## config.mk

```make
export PLATFORM = sky130hd
export DESIGN_NAME = inst_fetch_queue
export DESIGN_NICKNAME = d
export VERILOG_FILES = /design/src/rtl/inst_fetch_queue_pkg.sv /design/src/rtl/inst_fetch_queue_fifo.sv /design/src/rtl/inst_fetch_queue.sv
export SDC_FILE = /design/constraint.sdc
export NUM_CORES = 1
export LEC_CHECK = 0
export ABC_AREA = 0
export CAP_MARGIN = 20
export CORE_MARGIN = 2
export CORE_UTILIZATION = 45
export CTS_CLUSTER_SIZE = 24
export DETAILED_ROUTE_END_ITERATION = 12
export PLACE_DENSITY = 0.76
export RECOVER_POWER = 50
export SKIP_LAST_GASP = 1
export SYNTH_ARGS = -nofsm -noshare
export SYNTH_HDL_FRONTEND = slang
export SYNTH_SLANG_ARGS = --single-unit
```

## constraint.sdc

```tcl
create_clock -name clk -period 5.9 [get_ports clk]
set_clock_uncertainty 0.2 [all_clocks]
set_input_delay 0.59 -clock clk [delete_from_list [all_inputs] [get_ports clk]]
set_output_delay 0.59 -clock clk [all_outputs]
set_load 0.01 [all_outputs]
```

## src/rtl/inst_fetch_queue_pkg.sv

```systemverilog
// Shared types for the instruction fetch queue: address/word types, FIFO entry and FSM state.
package inst_fetch_queue_pkg;

    typedef logic [31:0] addr_t;
    typedef logic [31:0] inst_t;

    localparam int unsigned INST_BYTES = 4;

    typedef struct packed {
        addr_t pc;
        inst_t inst;
    } fetch_entry_t;

    typedef enum logic [0:0] {
        StRun,
        StDrain
    } fetch_state_t;

    function automatic addr_t word_align(input addr_t a);
        return a & ~addr_t'(INST_BYTES - 1);
    endfunction

endpackage

```

## src/rtl/inst_fetch_queue_fifo.sv

```systemverilog
// In-order FIFO of fetch entries; flush empties it and overrides push/pop in the same cycle.
module inst_fetch_queue_fifo
    import inst_fetch_queue_pkg::*;
#(
    parameter int unsigned DEPTH = 4
) (
    input  logic                       clk,
    input  logic                       rst,
    input  logic                       i_push,
    input  logic                       i_pop,
    input  logic                       i_flush,
    input  fetch_entry_t               i_data,
    output fetch_entry_t               o_head,
    output logic [$clog2(DEPTH+1)-1:0] o_count
);

    localparam int unsigned PW = $clog2(DEPTH);
    localparam int unsigned CW = $clog2(DEPTH + 1);

    fetch_entry_t  r_mem [DEPTH];
    logic [PW-1:0] r_wr_ptr;
    logic [PW-1:0] r_rd_ptr;
    logic [CW-1:0] r_count;

    always_ff @(posedge clk or posedge rst) begin
        if (rst) begin
            r_wr_ptr <= '0;
            r_rd_ptr <= '0;
            r_count  <= '0;
        end else if (i_flush) begin
            r_wr_ptr <= '0;
            r_rd_ptr <= '0;
            r_count  <= '0;
        end else begin
            if (i_push) r_wr_ptr <= r_wr_ptr + PW'(1);
            if (i_pop)  r_rd_ptr <= r_rd_ptr + PW'(1);
            unique case ({i_push, i_pop})
                2'b10:   r_count <= r_count + CW'(1);
                2'b01:   r_count <= r_count - CW'(1);
                default: r_count <= r_count;
            endcase
        end
    end

    always_ff @(posedge clk) begin
        if (i_push && !i_flush) r_mem[r_wr_ptr] <= i_data;
    end

    // Empty FIFO presents zeros so decode never sees stale words.
    assign o_head  = (r_count != '0) ? r_mem[r_rd_ptr] : '0;
    assign o_count = r_count;

endmodule

```

## src/rtl/inst_fetch_queue.sv

```systemverilog
// Sequential fetch address generator with credit-limited memory requests, response buffering
// and redirect handling that discards stale in-flight responses.
module inst_fetch_queue
    import inst_fetch_queue_pkg::*;
#(
    parameter int unsigned DEPTH           = 4,
    parameter int unsigned MAX_OUTSTANDING = 2,
    parameter logic [31:0] RESET_PC        = 32'h0000_0000
) (
    input  logic        clk,
    input  logic        rst,
    input  logic        fetch_en,
    input  logic        redirect_valid,
    input  logic [31:0] redirect_pc,
    output logic        req_valid,
    input  logic        req_ready,
    output logic [31:0] req_addr,
    input  logic        resp_valid,
    input  logic [31:0] resp_data,
    output logic        inst_valid,
    input  logic        inst_ready,
    output logic [31:0] inst,
    output logic [31:0] inst_pc,
    output logic        err
);

    localparam int unsigned OW = $clog2(MAX_OUTSTANDING + 1);
    localparam int unsigned CW = $clog2(DEPTH + 1);

    addr_t         r_fetch_pc;
    addr_t         r_resp_pc;
    logic [OW-1:0] r_outstanding;
    logic [OW-1:0] r_drop;
    fetch_state_t  r_state;
    logic          r_err;

    logic [OW-1:0] w_live;
    logic [OW-1:0] w_outstanding_next;
    logic [OW-1:0] w_drop_next;
    logic [CW-1:0] w_count;
    logic          w_req_valid;
    logic          w_issue;
    logic          w_resp_ok;
    logic          w_resp_live;
    logic          w_push;
    logic          w_pop;
    fetch_entry_t  w_push_entry;
    fetch_entry_t  w_head;

    assign w_live = r_outstanding - r_drop;

    // Credit rule: every live request already owns a FIFO slot, so responses never stall.
    assign w_req_valid = fetch_en & ~redirect_valid
                       & (32'(r_outstanding) < MAX_OUTSTANDING)
                       & ((32'(w_count) + 32'(w_live)) < DEPTH);

    assign req_valid = w_req_valid & ~rst;
    assign req_addr  = r_fetch_pc;
    assign w_issue   = req_valid & req_ready;

    assign w_resp_ok   = resp_valid & (r_outstanding != '0);
    assign w_resp_live = w_resp_ok & (r_drop == '0);
    assign w_push      = w_resp_live & ~redirect_valid;
    assign w_pop       = inst_valid & inst_ready;

    assign w_push_entry = '{pc: r_resp_pc, inst: resp_data};

    always_comb begin
        w_outstanding_next = r_outstanding;
        if (w_issue)   w_outstanding_next = w_outstanding_next + OW'(1);
        if (w_resp_ok) w_outstanding_next = w_outstanding_next - OW'(1);
    end

    always_comb begin
        w_drop_next = r_drop;
        if (redirect_valid) begin
            // Everything still in flight is stale; a response landing now is dropped too.
            w_drop_next = r_outstanding - (w_resp_ok ? OW'(1) : OW'(0));
        end else if (w_resp_ok && (r_drop != '0)) begin
            w_drop_next = r_drop - OW'(1);
        end
    end

    always_ff @(posedge clk or posedge rst) begin
        if (rst) begin
            r_fetch_pc    <= RESET_PC;
            r_resp_pc     <= RESET_PC;
            r_outstanding <= '0;
            r_drop        <= '0;
            r_state       <= StRun;
            r_err         <= 1'b0;
        end else begin
            r_outstanding <= w_outstanding_next;
            r_drop        <= w_drop_next;
            if (resp_valid && (r_outstanding == '0)) r_err <= 1'b1;

            if (redirect_valid) begin
                r_fetch_pc <= word_align(redirect_pc);
                r_resp_pc  <= word_align(redirect_pc);
            end else begin
                if (w_issue) r_fetch_pc <= r_fetch_pc + INST_BYTES;
                if (w_push)  r_resp_pc  <= r_resp_pc + INST_BYTES;
            end

            unique case (r_state)
                StRun:   if (redirect_valid && (w_drop_next != '0)) r_state <= StDrain;
                StDrain: if (w_drop_next == '0) r_state <= StRun;
                default: r_state <= StRun;
            endcase
        end
    end

    inst_fetch_queue_fifo #(
        .DEPTH (DEPTH)
    ) u_fifo (
        .clk     (clk),
        .rst     (rst),
        .i_push  (w_push),
        .i_pop   (w_pop),
        .i_flush (redirect_valid),
        .i_data  (w_push_entry),
        .o_head  (w_head),
        .o_count (w_count)
    );

    assign inst_valid = (w_count != '0);
    assign inst       = w_head.inst;
    assign inst_pc    = w_head.pc;
    assign err        = r_err;

endmodule

```

Word-level counts from Yosys, hierarchy flattened
Memories as Yosys holds them, arrays and structs flattened. Index checks and enable logic that the tools add are counted.

Flip-flop bits (word level): 76. RAM bits: 256. Input bits: 71. Word-level logic and storage cells: 68. Memories kept: 1.

Memories: u_fifo.r_mem (words 4, bits a word 64, rd ports 1, clocked after memory_dff 0, write ports 1, line inst_fetch_queue_fifo.sv:20) `fetch_entry_t r_mem [DEPTH];`.

$add $sub $neg: 12. Magnitude comparators: 2. Equality and inequality tests: 2. Multiplexer cells: 18. Bitwise logic cells: 11. Reductions and logical operators: 14.

Operators with widths (count): $mux W32 (4); $add A32 B3 Y32 const B (2); $mux W64 (1); $mux W2 (8); $reduce_bool A2 Y1 (6); $and A1 B1 Y1 (9); $add A2 B1 Y2 const B (3); $pmux W3 S2 (1); $reduce_bool A3 Y1 (2); $add A3 B2 Y4 (1); $logic_not A2 Y1 (2); $lt A4 B3 Y1 const B (1); $sub A2 B1 Y2 const B (2); $add A3 B1 Y3 const B (1); $logic_and A1 B1 Y1 (3); $mux W1 (3); $mux W3 (1); $sub A3 B1 Y3 const B (1); $eq A2 B1 Y1 const B (1); $eq A2 B2 Y1 const B (1); $lt A2 B2 Y1 const B (1); $not A1 Y1 (2); $sub A2 B1 Y2 (1); $sub A2 B2 Y2 (1); $logic_not A1 Y1 (1).

Logic depth before layout (Yosys ltp)
Depth in word-level cells: 9. Depth in mapped cells: 12.

Hierarchy
Synthesis repeated with hierarchy kept, for this count alone.

Cells, all modules: 862. Area total of the unflattened synthesis: 13967.1 um^2.

Modules (own cells, without submodules): inst_fetch_queue_fifo (instances 1, cells an instance 447, area each 10093.4 um^2, sequential area each 7862.5 um^2); inst_fetch_queue (instances 1, cells an instance 415, area each 3873.7 um^2, sequential area each 1626.6 um^2).

Worst setup path after synthesis
Ideal clock, no wire load.

Kind: register to register. From: register r_outstanding[1]. To: memory u_fifo.r_mem[0][0] (netlist bit), enable pin. Data arrival time: 2978 ps. Data required time: 5273 ps. Setup slack: 2295 ps. Stages on the path, launching flop included: 7. Clock period less this slack: 3605 ps. Cell sequence: dfrtp_1 > inv_1 > ha_1 > and3b_1 > clkbuf_1 > clkbuf_1 > and3_1.

Cells in the longest elaborated chain, start to end: 7.

Ends and longest elaborated chain: start: declaration (line inst_fetch_queue.sv:32) `logic [OW-1:0] r_outstanding;`; start signal: assignment (line inst_fetch_queue.sv:93) `r_outstanding <= w_outstanding_next;`; $reduce_bool A2 Y1 (line inst_fetch_queue.sv:61) `assign w_resp_ok = resp_valid & (r_outstanding != '0);`; $and A1 B1 Y1 (line inst_fetch_queue.sv:61); $and A1 B1 Y1 (line inst_fetch_queue.sv:62) `assign w_resp_live = w_resp_ok & (r_drop == '0);`; $and A1 B1 Y1 (line inst_fetch_queue.sv:63) `assign w_push = w_resp_live & ~redirect_valid;`; $logic_and A1 B1 Y1 (line inst_fetch_queue_fifo.sv:46) `if (i_push && !i_flush) r_mem[r_wr_ptr] <= i_data;`; $mux W1 (line inst_fetch_queue_fifo.sv:46); $mux W1 (implied by the code) (line inst_fetch_queue_fifo.sv:46); end: declaration (line inst_fetch_queue_fifo.sv:20).

Every way passes these cells.

==> results.txt <==
Status: complete, but fails checks
Violated checks: capacitance limit, slew limit
Max transition margin: -0.714
Post-CTS Hold Fix Bufs: 0
Share of total power in sequential cells: 0.404
Max Fanout on Critical Path: 48
Post-synthesis sequential element count: 320
Core box area: 29700 um2
Synth-to-Final Area Change: 23.2%
Post-synthesis sequential area ratio: 0.679
Element type at the critical path end: asynchronous set/reset pin
Clock-pin slew on the worst setup and hold paths: 0.06 ns
IR Drop Worst-Case VDD: 0.000249 V
Global router's overall resource usage: 0.183
Number of warnings printed during yosys synthesis: 0
Synthesized instance count: 857
Clock latency at the later pin of the worst-skew pair: 0.50 ns
Combinational share of power: 0.283
Via count of the first global-routing pass: 8066
Switching power total: 1.90 mW
Number of cell rows: 63
Number of sinks handled by clock tree synthesis: 320
Residual DRC count: 0
GRT Residual Overflow: 0
Power density relative to cell area: 414 nW/um2
Critical path start-end classification: input port to asynchronous set/reset pin
Dominant synthesized flop cell: sky130_fd_sc_hd__edfxtp_1
Count of final max-slew check failures: 49
Vias: 8019
Final setup violation count: 0
Number of instances resized during post-cts repair: 0
Deepest clock path buffer count: 3
Vertical die dimension: 178 um
Antenna diodes: 0
Number of primary I/O pins: 170
Wire length of the first global-routing pass: 44.6 mm
Antenna violations before repair: 0
Biggest area contributors in the synthesized netlist: sky130_fd_sc_hd__edfxtp_1 55%, sky130_fd_sc_hd__dfrtp_1 13%, sky130_fd_sc_hd__mux4_2 10%
Fin Hold WS: 0.256 ns
Final Net Count: 1106
Clock tree from TritonCTS: done
Number of max-cap violations: 1
Number of buffer cells added on primary ports: 163
Crit path setup slack, layout: 1.75 ns
Part of the cycle the worst path needs: 0.704
Post-Synth Adder-Cell Area: 0.0116
Critical Path Source Type: input port
Antenna Nets Post-Route: 0
Number of hold violations in the final report: 0
Routability-driven placement congestion ratio: 0.854
Detailed router's first-iteration violation count: 516
H-tree depth: 2
Total CTS buffers: 35
Proportion of layout cells with a drive suffix above 1: 0.143
Post-Route WL: 28.3 mm
Synth area leader: sky130_fd_sc_hd__edfxtp_1
Pin count of the biggest net entering global routing: 67
CP required: 5.57 ns
Part of the total power dissipated in the clock network: 0.313
CP max stage delay: 1.89 ns
Worst hold path type: flop to flop
Crit path cell chain: dlygate4sd3_1 -> inv_1 -> clkbuf_1
EDFF count, synth: 248
Combinational family with the most area after synthesis: simple AND/OR/NAND/NOR gates
Area used by multi-input combinational logic: 4080 um2
Die X-Extent: 178 um
Mean Syn Cell Area: 15.9 um2
Switching part of the total power: 0.274
Post-layout min period: 4.15 ns
Upper clock frequency limit: 0.241 GHz
Share of Yosys cell area claimed by the top area cell type: 0.547
Die footprint: 31700 um2
Post-synth ARST share: 0.225
Sequential cell area: 9250 um2
Per-cell via count in the routed design: 5.57
Post-synthesis mux area share: 0.106
DP Wirelength: 17.8 mm
Tightest Pin Transition: 2.57 ns
Layout filler cell count: 2278
Total standard cell area after synthesis: 13600 um2
Static leakage: 5.67 nW
Post-synthesis cell type count: 53
DR pass1 iterations: 6
Slowest stage cell on the critical path: sky130_fd_sc_hd__clkbuf_1
Initial Utilization: 0.458
Share of the synthesized area in compound gates (AO/OA/AOI/OAI): 0.0437
Critical path arrival: 3.82 ns
Internal power consumption: 5.05 mW
Unrepaired setup endpoints after global routing: false
Number of buffers inserted to repair setup after CTS: 0
Cell at the root of the clock tree: sky130_fd_sc_hd__clkbuf_16
Pre-CTS setup slack: 2.10 ns
Synth Area in XOR/XNOR: 0.0257
Area fraction in and, or, nand and nor cells after synthesis: 0.111
Setup TNS: 0 ns
Average routed wire per standard cell: 19.6 um
metal layers:
| metal | global-route usage | part of all wire | up-vias |
|---|---|---|---|
| met3 | 0.0311 | 0.066 | 37 |
| met1 | 0.266 | 0.46 | 4028 |
| met4 | 0.0451 | 0.015 | 0 |
| li1 | - | - | 3642 |
| met2 | 0.290 | 0.46 | 312 |
| met5 | 0 | 0 | - |
cell usage in the layout, fill, tap and decap left out, drive strengths merged, types with 14 or more instances in the layout:
cell,synthesis,final
and2,65,65
clkbuf,30,49
clkdlybuf4s50,0,98
dfrtp,72,72
dlygate4sd3,0,64
edfxtp,248,248
inv,17,18
mux4,62,62
nand2,55,55
nand3,34,34
nand4,20,20
nor2,31,31
o21ai,46,46
xnor2,26,26
xor2,14,14
state kept, by name, summed over array words and instances (netlist names):
register         cells
r_resp_pc           30
r_outstanding        2
r_drop               2
req_addr            30
u_fifo.o_count       3
u_fifo.r_wr_ptr      2
u_fifo.r_mem       248
u_fifo.r_rd_ptr      2
err                  1
power groups by stage:
stage	combinational, mW	sequential (mW)	clock, mW
6_report	1.96	2.81	2.18
5_1_grt	2.14	2.85	2.33
4_1_cts	1.99	2.82	2.23
3_5_place_dp	1.98	2.86	0
3_3_place_gp	1.95	2.85	0
2_1_floorplan	1.17	2.72	0
critical path: cells and delay by family:
family | cells | cell delay (ns)
buffers and inverters | 3 | 3.22
synth_stat cells (all sizes together) (8+ instances only):
cell,number
o311ai,12
nor2,31
xnor2,26
o21ai,46
nor3,9
ha,11
o211ai,13
inv,17
nor4,10
and3,9
xor2,14
nand4,20
edfxtp,248
buf,18
nand3,34
mux4,62
dfrtp,72
and2,65
clkbuf,30
a21oi,8
nand2,55
per-stage QoR:
step	power (mW)	cell area, um2	util	std cells
floorplan	3.89	13600	-	860
global route	7.31	16800	0.564	1439
CTS	7.03	16800	0.564	1438
finish	6.95	16800	0.564	1439
detailed placement	4.84	15600	0.525	1375
global placement	4.81	15600	0.525	1375
layout make-up:
type                            count  area share
Sequential cell                   320       0.552
Timing Repair Buffer              174       0.102
Clock inverter                     15      0.0105
Clock buffer                       48      0.0589
Multi-Input combinational cell    475       0.243
Inverter                           17     0.00381
Tap cell                          390      0.0291
cell families after synthesis:
group,after synthesis
DFF,320
adders and majority gates,12
xor gates and xnor gates,40
AOI/OAI and AO/OA,95
other,1
buffers and inverters,65
and+or+nand+nor,257
muxes,67
worst paths after layout:
kind	startpoint	end	slack, ns	cells after the start
hold / removal	err$_DFFE_PP0P_	err$_DFFE_PP0P_	0.26	1
setup / recovery	rst	u_fifo.r_rd_ptr[1]$_DFFE_PP0P_	1.75	3
setup reg to reg	r_outstanding[0]$_DFF_PP0_	req_addr[27]$_DFFE_PP0P_	2.40	10
max in group clk	u_fifo.r_rd_ptr[0]$_DFFE_PP0P_	inst[18]	1.81	4
hold reg to reg	err$_DFFE_PP0P_	err$_DFFE_PP0P_	0.26	1
min in group asynchronous	rst	req_addr[7]$_DFFE_PP0P_	0.63	2
Note: power is estimated with default switching activity, not from simulation.
==> RTL change 1 (config.mk and constraints unchanged) <==
Register the output `err` once more, with the module's reset; this adds one clock of latency there. The other outputs are not delayed to match.
--- a/src/rtl/inst_fetch_queue.sv
+++ b/src/rtl/inst_fetch_queue.sv
@@ -126,7 +126,13 @@
     assign inst_valid = (w_count != '0);
     assign inst       = w_head.inst;
     assign inst_pc    = w_head.pc;
-    assign err        = r_err;
+    always_ff @(posedge clk or posedge rst) begin
+        if (rst) begin
+            err <= '0;
+        end else begin
+            err <= r_err;
+        end
+    end
 
 endmodule
 
Function: changed (Yosys sat finds a counterexample within 4 cycles, from zero or initial values and one cycle with rst high).
==> RTL change 1 against the unedited design <==
- cell area rose by 0.51%
- setup slack improved by 0.091 ns
- wire length rose by 1.1%
- combinational power barely moved
- non-clock buffer count rose by 2
- hold slack got worse by 0.080 ns
- synthesized area rose by 0.18%
- die area rose by 0.18%
- sequential cell count rose by 1
- power barely moved
==> RTL change 1: results (changes against the unedited design) <==
[place] GP Congestion 0.869 [+1.7%]
[grt] largest net degree at the start of global routing 68 [+1.5%]
[logic_synthesis] sequential cell area fraction in the yosys report 68.0% [about the same]
[logic_synthesis] synth top area cells edfxtp_1, dfrtp_1, mux4_2
[min_path] instance count along the most critical hold path 0 [-1]
[detailed_routing] wire length per cell 19.8 um [+0.81%]
[status] outcome completed
[pwr] static power due to leakage 5.70 nW [+0.56%]
[logic_synthesis] fraction of registers with async set/reset 22.7% [+0.24 points]
[logic_synthesis] area share of fa/ha/maj cells after synthesis 1.16% [-0.0021 points]
[grt] global-route usage over all layers 18.4% [+0.019 points]
[grt] number of global-route vias before repair 8,180 [+1.4%]
[pwr] Max IR drop VDD 0.000213 V [-14%]
[detailed_routing] met1 WL 12.9 mm [-0.18%]
[place] Detail Placement HPWL 18.1 mm [+1.6%]
[sta] final-report max-slew violation count 0 [-100%]
[detailed_routing] router iterations before antenna repair 5 [-1]
[logic_synthesis] ranking of synthesized cells by instance count edfxtp_1, dfrtp_1, and2_1
[detailed_routing] Met3 Routed Length 1.75 mm [-5.5%]
[logic_synthesis] Compound-Gate Fraction of Synth Area 4.36% [-0.0080 points]
[logic_synthesis] share of cell area taken by muxes after synthesis 10.6% [-0.020 points]
[place] area of placed instances 15,700 um^2 [+0.37%]
[final_layout] fraction of layout cells with a size suffix above 1 14.7% [+0.35 points]
[logic_synthesis] top-area cell type share of the netlist area 54.6% [-0.10 points]
[worst_setup_path] crit path DAT 3.27 ns [-0.55 ns]
[final_layout] # fillers 2,272 [-0.26%]
[worst_setup_path] slowest stage cell, crit path dfrtp_4
[worst_setup_path] launch point of the critical path u_fifo.r_rd_ptr[0]
[worst_setup_path] peak per-stage delay on the critical path 1.06 ns [-0.83 ns]
[detailed_routing] 1st-iter DRT viols 585 [+13%]
[detailed_routing] count of vias placed by the detailed router 7,988 [-0.39%]
[logic_synthesis] XOR/XNOR share of the synthesized area 2.57% [-0.0047 points]
[clock_network] number of levels the H-tree was split into 2 [unchanged]
[grt] number of antenna violations at the first check in global routing 1 [+1]
[clock_network] number of CTS-inserted buffers 34 [-2.9%]
[grt] global-route wire length before repair 44.8 mm [+0.45%]
[sta] slew at the pin with the worst max-slew slack 1.08 ns [-1.49 ns]
[detailed_routing] WL met2 13.5 mm [+3.2%]
[final_layout] final net count 1,108 [+0.18%]
[worst_setup_path] highest net fanout along the worst path 49 [+2.1%]
-- RTL change 1: metrics by stage --
step	hold slack (ns)	worst slack, ns	utilization (%)	instances	power, mW
floorplan	0.155	2.30	-	861	3.90
global placement	0.164	2.07	52.5	1375	4.82
detailed placement	0.165	2.05	52.7	1377	4.85
CTS	0.123	1.70	56.6	1439	7.04
global route	0.194	1.57	56.7	1441	7.30
finish	0.176	1.84	56.7	1443	6.95
-- RTL change 1: critical path, delay by kind of cell, from the launching register on --
| kind | cells | cell delay [ns] |
|---|---|---|
| buffers and inverters | 2 | 0.93 |
| DFF | 1 | 1.06 |
| muxes | 1 | 0.55 |
| and+or+nand+nor | 1 | 0.19 |
-- RTL change 1: power breakdown --
part	leakage (nW)	internal (mW)	switching, mW
Combinational	2.01	1.13	0.838
Clock	0.567	1.33	0.838
Sequential	3.12	2.58	0.236
-- RTL change 1: logic make-up (layout without fill, tap and decap cells) --
family          after synthesis  after routing
fa+ha+maj                    12             12
mux                          67             67
compound gates               95             95
xor+xnor                     40             40
buf+inv                      65            255
flops                       321            321
other cells                   1              6
simple gates                257            257
-- RTL change 1: routing by layer --
metal / GRT usage, % / vias to the layer above
li1: - / 3637
met1: 26.7 / 4011
met2: 28.9 / 300
met3: 3.41 / 40
met4: 4.23 / 0
met5: 0 / -
-- RTL change 1: final cells by class --
class                      count  area share, %
sequential                   321           55.1
multi-input combinational    475           24.2
timing repair buffer         176           10.5
clock buffer                  45           5.73
tap                          390           2.90
clock inverter                17           1.15
inverter                      17          0.379
antenna                        2         0.0297
-- RTL change 1: final timing paths --
kind | to | slack, ns
setup / recovery | inst[9] | 1.84
hold / removal | err | 0.18
setup reg to reg | req_addr[14] | 2.37
hold reg to reg | err | 0.18
max in group asynchronous | u_fifo.r_rd_ptr[0] | 3.98
min in group asynchronous | r_outstanding[0] | 0.30
==> RTL change 2 (same flow settings) <==
Without the edit above. `DEPTH` is set to 4 in 2 places; all go to 8.
--- a/src/rtl/inst_fetch_queue_fifo.sv
+++ b/src/rtl/inst_fetch_queue_fifo.sv
@@ -2,7 +2,7 @@
 module inst_fetch_queue_fifo
     import inst_fetch_queue_pkg::*;
 #(
-    parameter int unsigned DEPTH = 4
+    parameter int unsigned DEPTH = 8
 ) (
     input  logic                       clk,
     input  logic                       rst,
--- a/src/rtl/inst_fetch_queue.sv
+++ b/src/rtl/inst_fetch_queue.sv
@@ -3,7 +3,7 @@
 module inst_fetch_queue
     import inst_fetch_queue_pkg::*;
 #(
-    parameter int unsigned DEPTH           = 4,
+    parameter int unsigned DEPTH           = 8,
     parameter int unsigned MAX_OUTSTANDING = 2,
     parameter logic [31:0] RESET_PC        = 32'h0000_0000
 ) (
Formal check against the unedited RTL: not equivalent (Yosys sat finds a counterexample within 10 cycles, from zero or initial values and one cycle with rst high).
==> RTL change 2 against the unedited design <==
- the run still ends with capacitance limit, slew limit left
- cell area increased by 65%
- largest cell class unchanged
- fmax shrank 5.4%
- synthesized area increased by 71%
- highest routed layer unchanged
- wire length is 70% higher
- power up 59%
- sequential power grew 72%
- sequential share of layout area rose by 5.6 points
- setup slack worse by 0.24 ns
- sequential cell count increased by 251
- cell count up 51%
==> RTL change 2: results (changes against the unedited design) <==
[status] outcome finished with violations
[status] violations in the final reports capacitance limit, slew limit
[grt] number of global-route vias before repair 12,500 [+55%]
[logic_synthesis] number of flops mapped to enable cells by yosys 496 [+100%]
[worst_setup_path] launch point of the critical path redirect_valid
[pwr] Max IR drop VDD 0.000239 V [-3.8%]
[place] Detail Placement HPWL 27.2 mm [+53%]
[worst_setup_path] slowest stage cell, crit path clkbuf_1
[sta] worst max-slew margin expressed relative to the limit -62.8% [+8.6 points]
[worst_setup_path] Worst R2R Path Depth 6 [-4]
[worst_setup_path] Reg2Reg Capture Point u_fifo.r_mem[0][55]
[logic_synthesis] ranking of synthesized cells by instance count edfxtp_1, mux4_2, nor2_1
[logic_synthesis] sequential cell area fraction in the yosys report 72.1% [+4.1 points]
[final_layout] fraction of layout cells with a size suffix above 1 17.6% [+3.3 points]
[worst_setup_path] peak per-stage delay on the critical path 1.74 ns [-0.15 ns]
[sta] final-report max-slew violation count 101 [+110%]
[place] GP Congestion 0.852 [-0.30%]
[worst_setup_path] flop-to-flop setup slack 2.14 ns [-0.26 ns]
[detailed_routing] 1st-iter DRT viols 946 [+83%]
[logic_synthesis] synth top area cells edfxtp_1, mux4_2, dfrtp_1
[final_layout] final net count 1,532 [+39%]
[logic_synthesis] fraction of registers with async set/reset 13.1% [-9.4 points]
[sta] Final Worst Setup Slack 1.51 ns [-0.235 ns]
[worst_setup_path] highest net fanout along the worst path 54 [+13%]
[run] number of max-cap violations 2 [+1]
[place] setup slack at placement 1.85 ns [-0.242 ns]
[grt] global-route usage over all layers 18.2% [-0.12 points]
[pwr] static power due to leakage 8.79 nW [+55%]
[logic_synthesis] Cell variety after synth 61 [+15%]
[detailed_routing] router iterations before antenna repair 5 [-1]
[detailed_routing] count of vias placed by the detailed router 12,200 [+53%]
[clock_network] number of CTS-inserted buffers 58 [+66%]
[grt] number of antenna violations at the first check in global routing 2 [+2]
[clock_network] latest clock arrival within the worst-skew pair 0.59 ns [+0.09 ns]
[worst_setup_path] crit path DAT 4.60 ns [+0.78 ns]
==> RTL change 2: cell types whose count changed after synthesis, moves of 12 or more <==
| cell | delta |
|---|---|
| and2_1 | -62 |
| edfxtp_1 | +248 |
| mux2_2 | +12 |
| mux2i_1 | +64 |
| mux4_2 | +62 |
| nand2_1 | -15 |
| nand2b_1 | +14 |
| nor2_1 | +68 |
| o21a_1 | +13 |
| o21ai_0 | -18 |
| o31a_1 | +21 |
==> RTL change 2: metal layers <==
metal,track usage [%],share of wire (%),vias to the layer above
li1,-,-,5419
met1,25.6,43,6350
met2,29.8,49,405
met3,3.01,5.6,60
met4,4.82,1.7,0
met5,0,0,-
==> RTL change 2: critical path, delay by kind of cell <==
kind / cells / cell delay [ns]
AO/OA/AOI/OAI: 1 / 0.07
AND/OR/NAND/NOR: 1 / 0.44
buffers and inverters: 4 / 3.49
==> RTL change 2: final cells by class <==
type                            instances  area (um^2)
Clock inverter                         39          370
Fill cell                            3946        23600
Tap cell                              680          851
Multi-Input combinational cell        616         6210
Clock buffer                           67         1490
Sequential cell                       571        16800
Inverter                               21         78.8
Timing Repair Buffer                  181         1820
Antenna cell                            3         7.51
==> RTL change 2: how the worst min path moves through the flow <==
stage,from,cells past startpoint,end
after global placement,err,1,err
final,err,1,err
after detailed placement,err,1,err
after CTS,redirect_valid,2,u_fifo.r_wr_ptr[0]
after floorplan,err,1,err
after global routing,err,1,err
==> RTL change 2: logic make-up after synthesis <==
| kind of cell | share of synthesized area [%] |
|---|---|
| simple gates | 5.88 |
| fa+ha+maj | 0.678 |
| buf+inv | 1.60 |
| flops | 72.1 |
| compound gates | 2.66 |
| mux | 15.6 |
| xor+xnor | 1.51 |
| other cells | 0.0161 |
==> RTL change 2: power breakdown <==
group | internal, mW | total, mW | switching, mW
logic | 1.46 | 2.70 | 1.23
clock network | 2.10 | 3.56 | 1.46
registers | 4.55 | 4.83 | 0.282
total | 8.11 | 11.1 | 2.97
==> RTL change 2: stage by stage <==
stage | instances | hold WS, ns | instance area (um^2) | utilization, % | power (mW)
after floorplan | 1269 | 0.293 | 23300 | - | 6.49
after global placement | 2068 | 0.290 | 25700 | 50.3 | 7.63
after detailed placement | 2068 | 0.288 | 25700 | 50.3 | 7.69
after CTS | 2174 | 0.146 | 27600 | 53.9 | 11.2
after global routing | 2177 | 0.319 | 27600 | 53.9 | 11.6
final | 2178 | 0.316 | 27600 | 53.9 | 11.1
